--- src/rtl/artec_dma_pkg.sv ---
// Shared constants for the ARTEC DMA channel blocks.
//   PKG_CH_NUM    : default number of DMA channels
//   PKG_REQ_WIDTH : default per-channel burst-length field width
package artec_dma_pkg;

   localparam int unsigned PKG_CH_NUM    = 4;
   localparam int unsigned PKG_REQ_WIDTH = 4;

endpackage

--- src/rtl/artec_dma_ch_dispatch.sv ---
// DMA channel dispatcher: takes one arbiter grant at a time, captures the
// channel and burst length, issues a command to the datapath, counts the
// data beats and pulses a per-channel completion flag.
//
// Ports
//   clk, rst         : clock, asynchronous active-high reset
//   clear            : synchronous abort back to IDLE
//   grant_i          : winning channel index from the arbiter
//   grant_valid_i    : grant_i valid this cycle
//   req_i            : per-channel burst length (0 = no request)
//   busy_o           : dispatcher holds a grant (grants ignored)
//   cmd_valid_o      : command valid toward datapath
//   cmd_ready_i      : datapath accepts command
//   cmd_ch_o         : captured channel
//   cmd_len_o        : captured burst length
//   beat_valid_i     : data beat offered
//   beat_ready_o     : dispatcher accepts data beats
//   beat_last_o      : current beat is the last of the burst
//   done_o           : one-hot, one-cycle completion pulse
//   err_o            : one-cycle pulse on a rejected grant
module artec_dma_ch_dispatch #(
   parameter int unsigned CH_NUM    = artec_dma_pkg::PKG_CH_NUM,
   parameter int unsigned REQ_WIDTH = artec_dma_pkg::PKG_REQ_WIDTH
) (
   input  logic                                clk,
   input  logic                                rst,
   input  logic                                clear,
   input  logic [$clog2(CH_NUM)-1:0]           grant_i,
   input  logic                                grant_valid_i,
   input  logic [CH_NUM-1:0][REQ_WIDTH-1:0]    req_i,
   output logic                                busy_o,
   output logic                                cmd_valid_o,
   input  logic                                cmd_ready_i,
   output logic [$clog2(CH_NUM)-1:0]           cmd_ch_o,
   output logic [REQ_WIDTH-1:0]                cmd_len_o,
   input  logic                                beat_valid_i,
   output logic                                beat_ready_o,
   output logic                                beat_last_o,
   output logic [CH_NUM-1:0]                   done_o,
   output logic                                err_o
);

   localparam int unsigned CH_W = $clog2(CH_NUM);

   typedef enum logic [1:0] {
      IDLE = 2'd0,
      CMD  = 2'd1,
      DATA = 2'd2,
      DONE = 2'd3
   } state_t;

   state_t               state;
   logic [REQ_WIDTH-1:0] cnt;
   logic [REQ_WIDTH-1:0] sel_len;
   logic                 sel_ok;

   // Length of the granted channel; sel_ok is low for an out-of-range index.
   always_comb begin
      sel_len = '0;
      sel_ok  = 1'b0;
      for (int i = 0; i < int'(CH_NUM); i++) begin
         if (grant_i == CH_W'(i)) begin
            sel_len = req_i[i];
            sel_ok  = 1'b1;
         end
      end
   end

   // Dispatcher FSM with registered outputs.
   always_ff @(posedge clk or posedge rst) begin
      if (rst) begin
         state        <= IDLE;
         cnt          <= '0;
         busy_o       <= 1'b0;
         cmd_valid_o  <= 1'b0;
         cmd_ch_o     <= '0;
         cmd_len_o    <= '0;
         beat_ready_o <= 1'b0;
         beat_last_o  <= 1'b0;
         done_o       <= '0;
         err_o        <= 1'b0;
      end else begin
         done_o <= '0;
         err_o  <= 1'b0;
         if (clear) begin
            state        <= IDLE;
            cnt          <= '0;
            busy_o       <= 1'b0;
            cmd_valid_o  <= 1'b0;
            beat_ready_o <= 1'b0;
            beat_last_o  <= 1'b0;
         end else begin
            case (state)
               IDLE: begin
                  if (grant_valid_i) begin
                     if (sel_ok && (sel_len != '0)) begin
                        state       <= CMD;
                        busy_o      <= 1'b1;
                        cmd_valid_o <= 1'b1;
                        cmd_ch_o    <= grant_i;
                        cmd_len_o   <= sel_len;
                     end else begin
                        err_o <= 1'b1;
                     end
                  end
               end
               CMD: begin
                  if (cmd_ready_i) begin
                     state        <= DATA;
                     cmd_valid_o  <= 1'b0;
                     beat_ready_o <= 1'b1;
                     beat_last_o  <= (cmd_len_o == REQ_WIDTH'(1));
                     cnt          <= cmd_len_o;
                  end
               end
               DATA: begin
                  if (beat_valid_i) begin
                     cnt <= cnt - REQ_WIDTH'(1);
                     if (cnt == REQ_WIDTH'(1)) begin
                        state        <= DONE;
                        beat_ready_o <= 1'b0;
                        beat_last_o  <= 1'b0;
                        done_o       <= CH_NUM'(1) << cmd_ch_o;
                     end else begin
                        // flag goes high while the final beat is on offer
                        beat_last_o <= (cnt == REQ_WIDTH'(2));
                     end
                  end
               end
               DONE: begin
                  state  <= IDLE;
                  busy_o <= 1'b0;
               end
               default: begin
                  state <= IDLE;
               end
            endcase
         end
      end
   end

endmodule

--- config.mk ---
export PLATFORM = sky130hd
export DESIGN_NAME = artec_dma_ch_dispatch
export DESIGN_NICKNAME = d
export VERILOG_FILES = /design/src/rtl/artec_dma_pkg.sv /design/src/rtl/artec_dma_ch_dispatch.sv
export SDC_FILE = /design/constraint.sdc
export NUM_CORES = 1
export LEC_CHECK = 0
export CORE_MARGIN = 3
export CORE_UTILIZATION = 50
export CTS_CLUSTER_DIAMETER = 50
export DETAILED_ROUTE_END_ITERATION = 7
export PLACE_DENSITY = 0.85
export SYNTH_ARGS = -nofsm -noshare
export SYNTH_HDL_FRONTEND = slang
export SYNTH_SLANG_ARGS = --single-unit
--- constraint.sdc ---
create_clock -name clk -period 3.37 [get_ports clk]
set_clock_uncertainty 0.15 [all_clocks]
set_input_delay 0.674 -clock clk [delete_from_list [all_inputs] [get_ports clk]]
set_output_delay 0.674 -clock clk [all_outputs]
set_load 0.02 [all_outputs]
==> impl_results.md, run 1 <==
* CP Capture Point: cmd_len_o[3]$_DFFE_PP0P_
* Crit start category: input port
* Starting DRT DRC Count at 19
* Pleak at 0.000728 uW
* Area growth syn-to-layout at 34.2%
* DRT Pass-1 Iters at 4
* Core Area at 2320 sq um
* CP Launch Point: grant_i[0]
* DR WL/cell at 15.8 um
* CTS Hold Bufs at 0
* Relative slew margins at 46.5%
* Port bufs at 38
* Setup CP Type: in -> reg
* Grt met3 use at 3.68%
* Setup crit end kind: register
* Sink Count at 21
* Starting Density at 55.2%
* Cts repair resizes at 0
* Worst Tran Pin Value at 802 ps
* Max Cap Viol at 0
* Post-Syn Area at 1280 sq um
* Period utilization at 81.4%
* Post-synth EDFFs at 0
* Die width at 56.6 um
* Slowest cell on crit path: mux4_2
* FP Rows at 17
* Critical Path AT at 2800 ps
* Share of cells above drive strength 1 at 13.2%
* Fin cells at 180
* Post-CTS setup buffers at 0
* Max Slew Vio Count at 0
* DP Cell Count at 176
* # diodes at 0
* Most frequent cells in the layout: clkdlybuf4s50_1 (38), dfrtp_1 (21), inv_1 (11), nand2_1 (9), ha_1 (8)
* Die area at 3200 sq um
* Syn Nets at 144
* Mean Syn Cell Area at 11.4 sq um
* Crit-path cells: clkdlybuf4s50_1 > mux4_2 > nor4_4 > nor3_4 > mux2_4
* Synth unique cells at 36
* Fill cell count at 166
* Worst vdd ir at 409 uV
* Vias at 1025
* Antenna violations before repair at 0
* CP Buf/Inv Count at 1
* CP required at 3430 ps
* Routed wire length at 2840 um
* Vias in the first global route at 1095
* Antenna viol nets, final at 0
* Post-DP HPWL at 2300 um
* Final worst path period need at 2740 ps
* Reg2reg setup slack at 1190 ps
* Final hold vios at 0
* Hold Path Class: reg -> reg
* Kind of cell adding the most delay to the critical path: multiplexers
* Clock buffer depth at 2
* Seq cells post-synth at 21
* Clk slew on worst S/H paths at 130 ps
* Met2 usage at 33.7%
* Routability Congestion at 0.756
* Largest net degree at the start of global routing at 22
* Global-route wire length before repair at 4810 um
* Worst-Skew Late Latency at 310 ps
* Number of vias per cell at 5.69
* Slowest Stage Delay on Critical Path at 630 ps
* I/O pins at 39
* Status: finished, final reports clean
* Reg2Reg Capture Point: beat_last_o$_DFFE_PP0P_
* Register area share after synthesis at 41.1%
* Reg-to-reg startpoint: state[0]$_DFFE_PP0P_
* CP Depth at 5
* GRT overflow at 0
* Max FO, Critical Path at 6
* Maximum clock rate at 365 MHz
* H-tree Lvls at 1
* R2R depth at 6
* Predominant post-synthesis flop cell: dfrtp_1
* Top Usage Layer GRT: met2
* Power Dens Cells at 726 nW/um^2
* Tot Pwr at 1250 uW
* Final setup violation count at 0
* Syn Inst Count at 112
* RSZ-0062 raised after global routing: false
* DIE HEIGHT at 56.6 um
* Post-route DRC at 0
* Total track usage at 19.1%
* Commonest non-fill, non-tap cell in the layout: clkdlybuf4s50_1
* Post-route setup TNS at 0 ps
* CTS tree: yes
* Met1 GRT Util at 23.1%
* Layout Nets at 185
* Clock Root Buffer: clkbuf_4
* Num CTS Buffers at 3
* Yosys warning total at 0
* Async set-reset flop share out of synthesis at 100%
==> layer usage <==
metal,vias to the layer above,wire (um)
li1,489,-
met1,490,1190
met2,40,1440
met3,6,176
met4,0,37
met5,-,0
==> sequential cells by signal (all words and copies together) (netlist names) <==
signal and count:
cmd_ch_o 2, cmd_valid_o 1, beat_ready_o 1, state 2
cmd_len_o 4, err_o 1, done_o 4, busy_o 1
cnt 4, beat_last_o 1
==> power breakdown <==
part / internal [uW] / total, uW / switching, uW
Clock: 45.2 / 128 / 83.0
Sequential: 338 / 439 / 101
Combinational: 342 / 679 / 336
Total: 726 / 1250 / 520
==> stage by stage <==
stage / cell area, sq um / hold WS, ps / setup WS [ps] / util (%)
floorplan: 1280 / 391 / 1080 / -
global placement: 1690 / 350 / 334 / 72.7
detailed placement: 1690 / 363 / 274 / 72.7
CTS: 1720 / 381 / 611 / 74.0
global route: 1720 / 422 / 544 / 74.0
finish: 1720 / 382 / 627 / 74.0
==> cell usage after synthesis (all sizes together) (3+ instances only) <==
cell	n	share of area (%)
dfrtp	21	41
inv	11	3.2
nand2	9	2.6
ha	8	7.8
mux2	7	7.9
nor3	7	3.6
a21oi	5	2.0
mux4	4	7.3
nor2	4	1.2
o21ai	4	1.6
mux2i	3	2.3
nor4	3	2.6
or3b	3	2.1
==> worst min path at each step <==
stage	slack, ps	start	cells past startpoint	end
6_report	380	cmd_ch_o[0]$_DFFE_PP0P_	1	done_o[2]$_DFF_PP0_
5_1_grt	420	cmd_ch_o[0]$_DFFE_PP0P_	1	done_o[0]$_DFF_PP0_
4_1_cts	380	cmd_ch_o[0]$_DFFE_PP0P_	1	done_o[2]$_DFF_PP0_
3_5_place_dp	360	cmd_ch_o[0]$_DFFE_PP0P_	1	done_o[2]$_DFF_PP0_
3_3_place_gp	350	cmd_ch_o[0]$_DFFE_PP0P_	1	done_o[2]$_DFF_PP0_
2_1_floorplan	390	state[1]$_DFFE_PP0P_	2	state[1]$_DFFE_PP0P_
==> cells by family (layout without fill, tap and decap cells) <==
family	count (synthesis)	after routing	synth area share [%]
flip-flops	21	21	41.1
multiplexers	14	14	17.6
buffers and inverters	13	53	3.82
adder cells (fa/ha/maj)	8	8	7.83
AND/OR/NAND/NOR	37	37	18.1
AO/OA/AOI/OAI	19	19	11.5
==> final cells by class <==
type	count	area (sq um)	area share [%]
multi-input combinational	78	704	41.0
clock inverter	1	7.51	0.437
timing repair buffer	38	380	22.2
tap	28	35.0	2.04
clock buffer	3	22.5	1.31
inverter	11	41.3	2.41
sequential	21	526	30.6
Power figures use the tool's default switching activity.
==> inputs of run 2 (changes only) <==
CORE_UTILIZATION = 42   (was 50)
PLACE_DENSITY = 0.76   (was 0.85)
clock period = 2.49 ns   (was 3.37 ns; I/O delays follow)
==> impl_results.md, run 2 (synthesis gave the netlist of run 1 again) <==
* Max Cap Viol at 0
* DR WL/cell at 14.2 um
* Core Area at 2830 sq um
* FP Rows at 19
* Clock Root Buffer: clkbuf_4
* Setup CP Type: in -> reg
* Setup crit end kind: register
* Reg-to-reg startpoint: state[0]$_DFFE_PP0P_
* CTS Hold Bufs at 0
* Crit start category: input port
* Clock buffer depth at 2
* Slowest Stage Delay on Critical Path at 650 ps
* Slowest cell on crit path: mux4_1
* Clk slew on worst S/H paths at 110 ps
* Clk pwr share at 9.8%
* Port bufs at 38
* Tot Pwr at 1660 uW
* Most frequent cells in the layout: clkdlybuf4s50_1 (37), dfrtp_1 (21), inv_1 (11), nand2_1 (9), ha_1 (8)
* Period utilization at 92.1%
* Pleak at 0.000750 uW
* Total track usage at 15.7%
* Relative slew margins at 67.8%
* Maximum clock rate at 436 MHz
* Max FO, Critical Path at 6
* Routability Congestion at 0.878
* Worst-Skew Late Latency at 300 ps
* Critical Path AT at 2340 ps
* Layout Nets at 189
* Antenna viol nets, final at 0
* CTS tree: yes
* GRT overflow at 0
* Sink Count at 21
* Largest net degree at the start of global routing at 22
* I/O pins at 39
* Sw frac at 40.5%
* Antenna violations before repair at 0
* Final hold vios at 0
* Status: finished, final reports clean
* Starting Density at 45.2%
* Worst Tran Pin Value at 483 ps
* Crit-path cells: dlygate4sd2_1 > mux4_1 > nor4_4 > nor3_4 > mux2_4
* Int Power at 986 uW
* CP Buf/Inv Count at 1
* Largest regs: cmd_len_o: 4 flops, cnt: 4 flops, done_o: 4 flops
* DRT Pass-1 Iters at 4
* Flop pwr share at 35.5%
* Final setup violation count at 0
* Vias in the first global route at 1001
* Number of vias per cell at 5.49
* CP Launch Point: grant_i[0]
* Power Dens Cells at 950 nW/um^2
* Share of cells above drive strength 1 at 14.7%
* Die width at 61.2 um
* CP required at 2540 ps
* DIE HEIGHT at 61.2 um
* Combinational power share at 54.7%
* # diodes at 0
* Hold Path Class: in -> async
* Num CTS Buffers at 3
* H-tree Lvls at 1
* Global-route wire length before repair at 4340 um
* Routed wire length at 2650 um
* Commonest non-fill, non-tap cell in the layout: clkdlybuf4s50_1
* Starting DRT DRC Count at 35
* Post-route DRC at 0
* Fill cell count at 249
* Hold WS at 353 ps
* RSZ-0062 raised after global routing: false
* Vias at 1027
* Die area at 3740 sq um
* Switching power at 672 uW
* Post-DP HPWL at 2190 um
* Post-CTS setup buffers at 0
* Area growth syn-to-layout at 36.5%
* Final worst path period need at 2290 ps
* Kind of cell adding the most delay to the critical path: multiplexers
* Worst vdd ir at 469 uV
* Max Slew Vio Count at 0
-- run 2: cell types whose count changed in the layout (fill, tap and decap cells not counted) --
cell             delta
clkbuf_1            +1
clkdlybuf4s50_1     -1
clkinvlp_4          -1
buf_4               +4
dlygate4sd2_1       +1
-- run 2: worst paths after layout --
path	cells past startpoint	endpoint	slack (ps)
setup / recovery	5	cmd_ch_o[1]$_DFFE_PP0P_	200
hold / removal	3	beat_last_o$_DFFE_PP0P_	350
setup reg to reg	6	cnt[0]$_DFFE_PP0P_	370
hold reg to reg	1	done_o[0]$_DFF_PP0_	380
max in group asynchronous	3	err_o$_DFF_PP0_	1620
min in group clk	1	done_o[0]$_DFF_PP0_	380
-- run 2: worst min-delay path: stages --
cell             delay, ps
clkdlybuf4s50_1        390
inv_1                   50
buf_4                  260
-- run 2: routing by layer --
metal / global-route usage (%) / up-vias / part of all wire (%)
li1: - / 497 / -
met1: 18.8 / 486 / 43
met2: 27.2 / 40 / 49
met3: 3.56 / 4 / 6.6
met4: 6.50 / 0 / 1.7
met5: 0 / - / 0
-- run 2: power by group through the flow --
stage	sequential [uW]	combinational [uW]	clock (uW)
final	588	907	162
after global routing	613	986	187
after CTS	589	914	170
after detailed placement	596	913	0
after global placement	589	889	0
after floorplan	660	522	0
-- run 2: cell type report --
cell class / count / area [sq um] / area share (%)
multi-input cells: 78 / 704 / 40.4
flip-flops and latches: 21 / 526 / 30.1
repair buffers: 42 / 409 / 23.4
inverters: 11 / 41.3 / 2.37
well taps: 31 / 38.8 / 2.22
clock buffers: 4 / 26.3 / 1.51
-- run 2: metrics by stage --
stage	setup WS (ps)	TNS (ps)	instance area (sq um)	utilization, %	std cells
final	198	0	1750	61.7	187
after detailed placement	-397	-3710	1720	60.8	183
after CTS	169	0	1750	61.7	187
after global routing	129	0	1750	61.7	187
after floorplan	375	0	1280	-	112
after global placement	-352	-3400	1720	60.8	183
-- run 2: repair_timing --
item	CTS	global route
gates resized for setup	1	0
endpoints found under the setup margin	6	0
endpoints found under the hold margin	0	0
==> inputs of run 3 (changes only) <==
CTS_CLUSTER_SIZE = 40   (was not set)
==> results of run 3 <==
No change in the layout: final DEF, timing and power equal those of run 2.
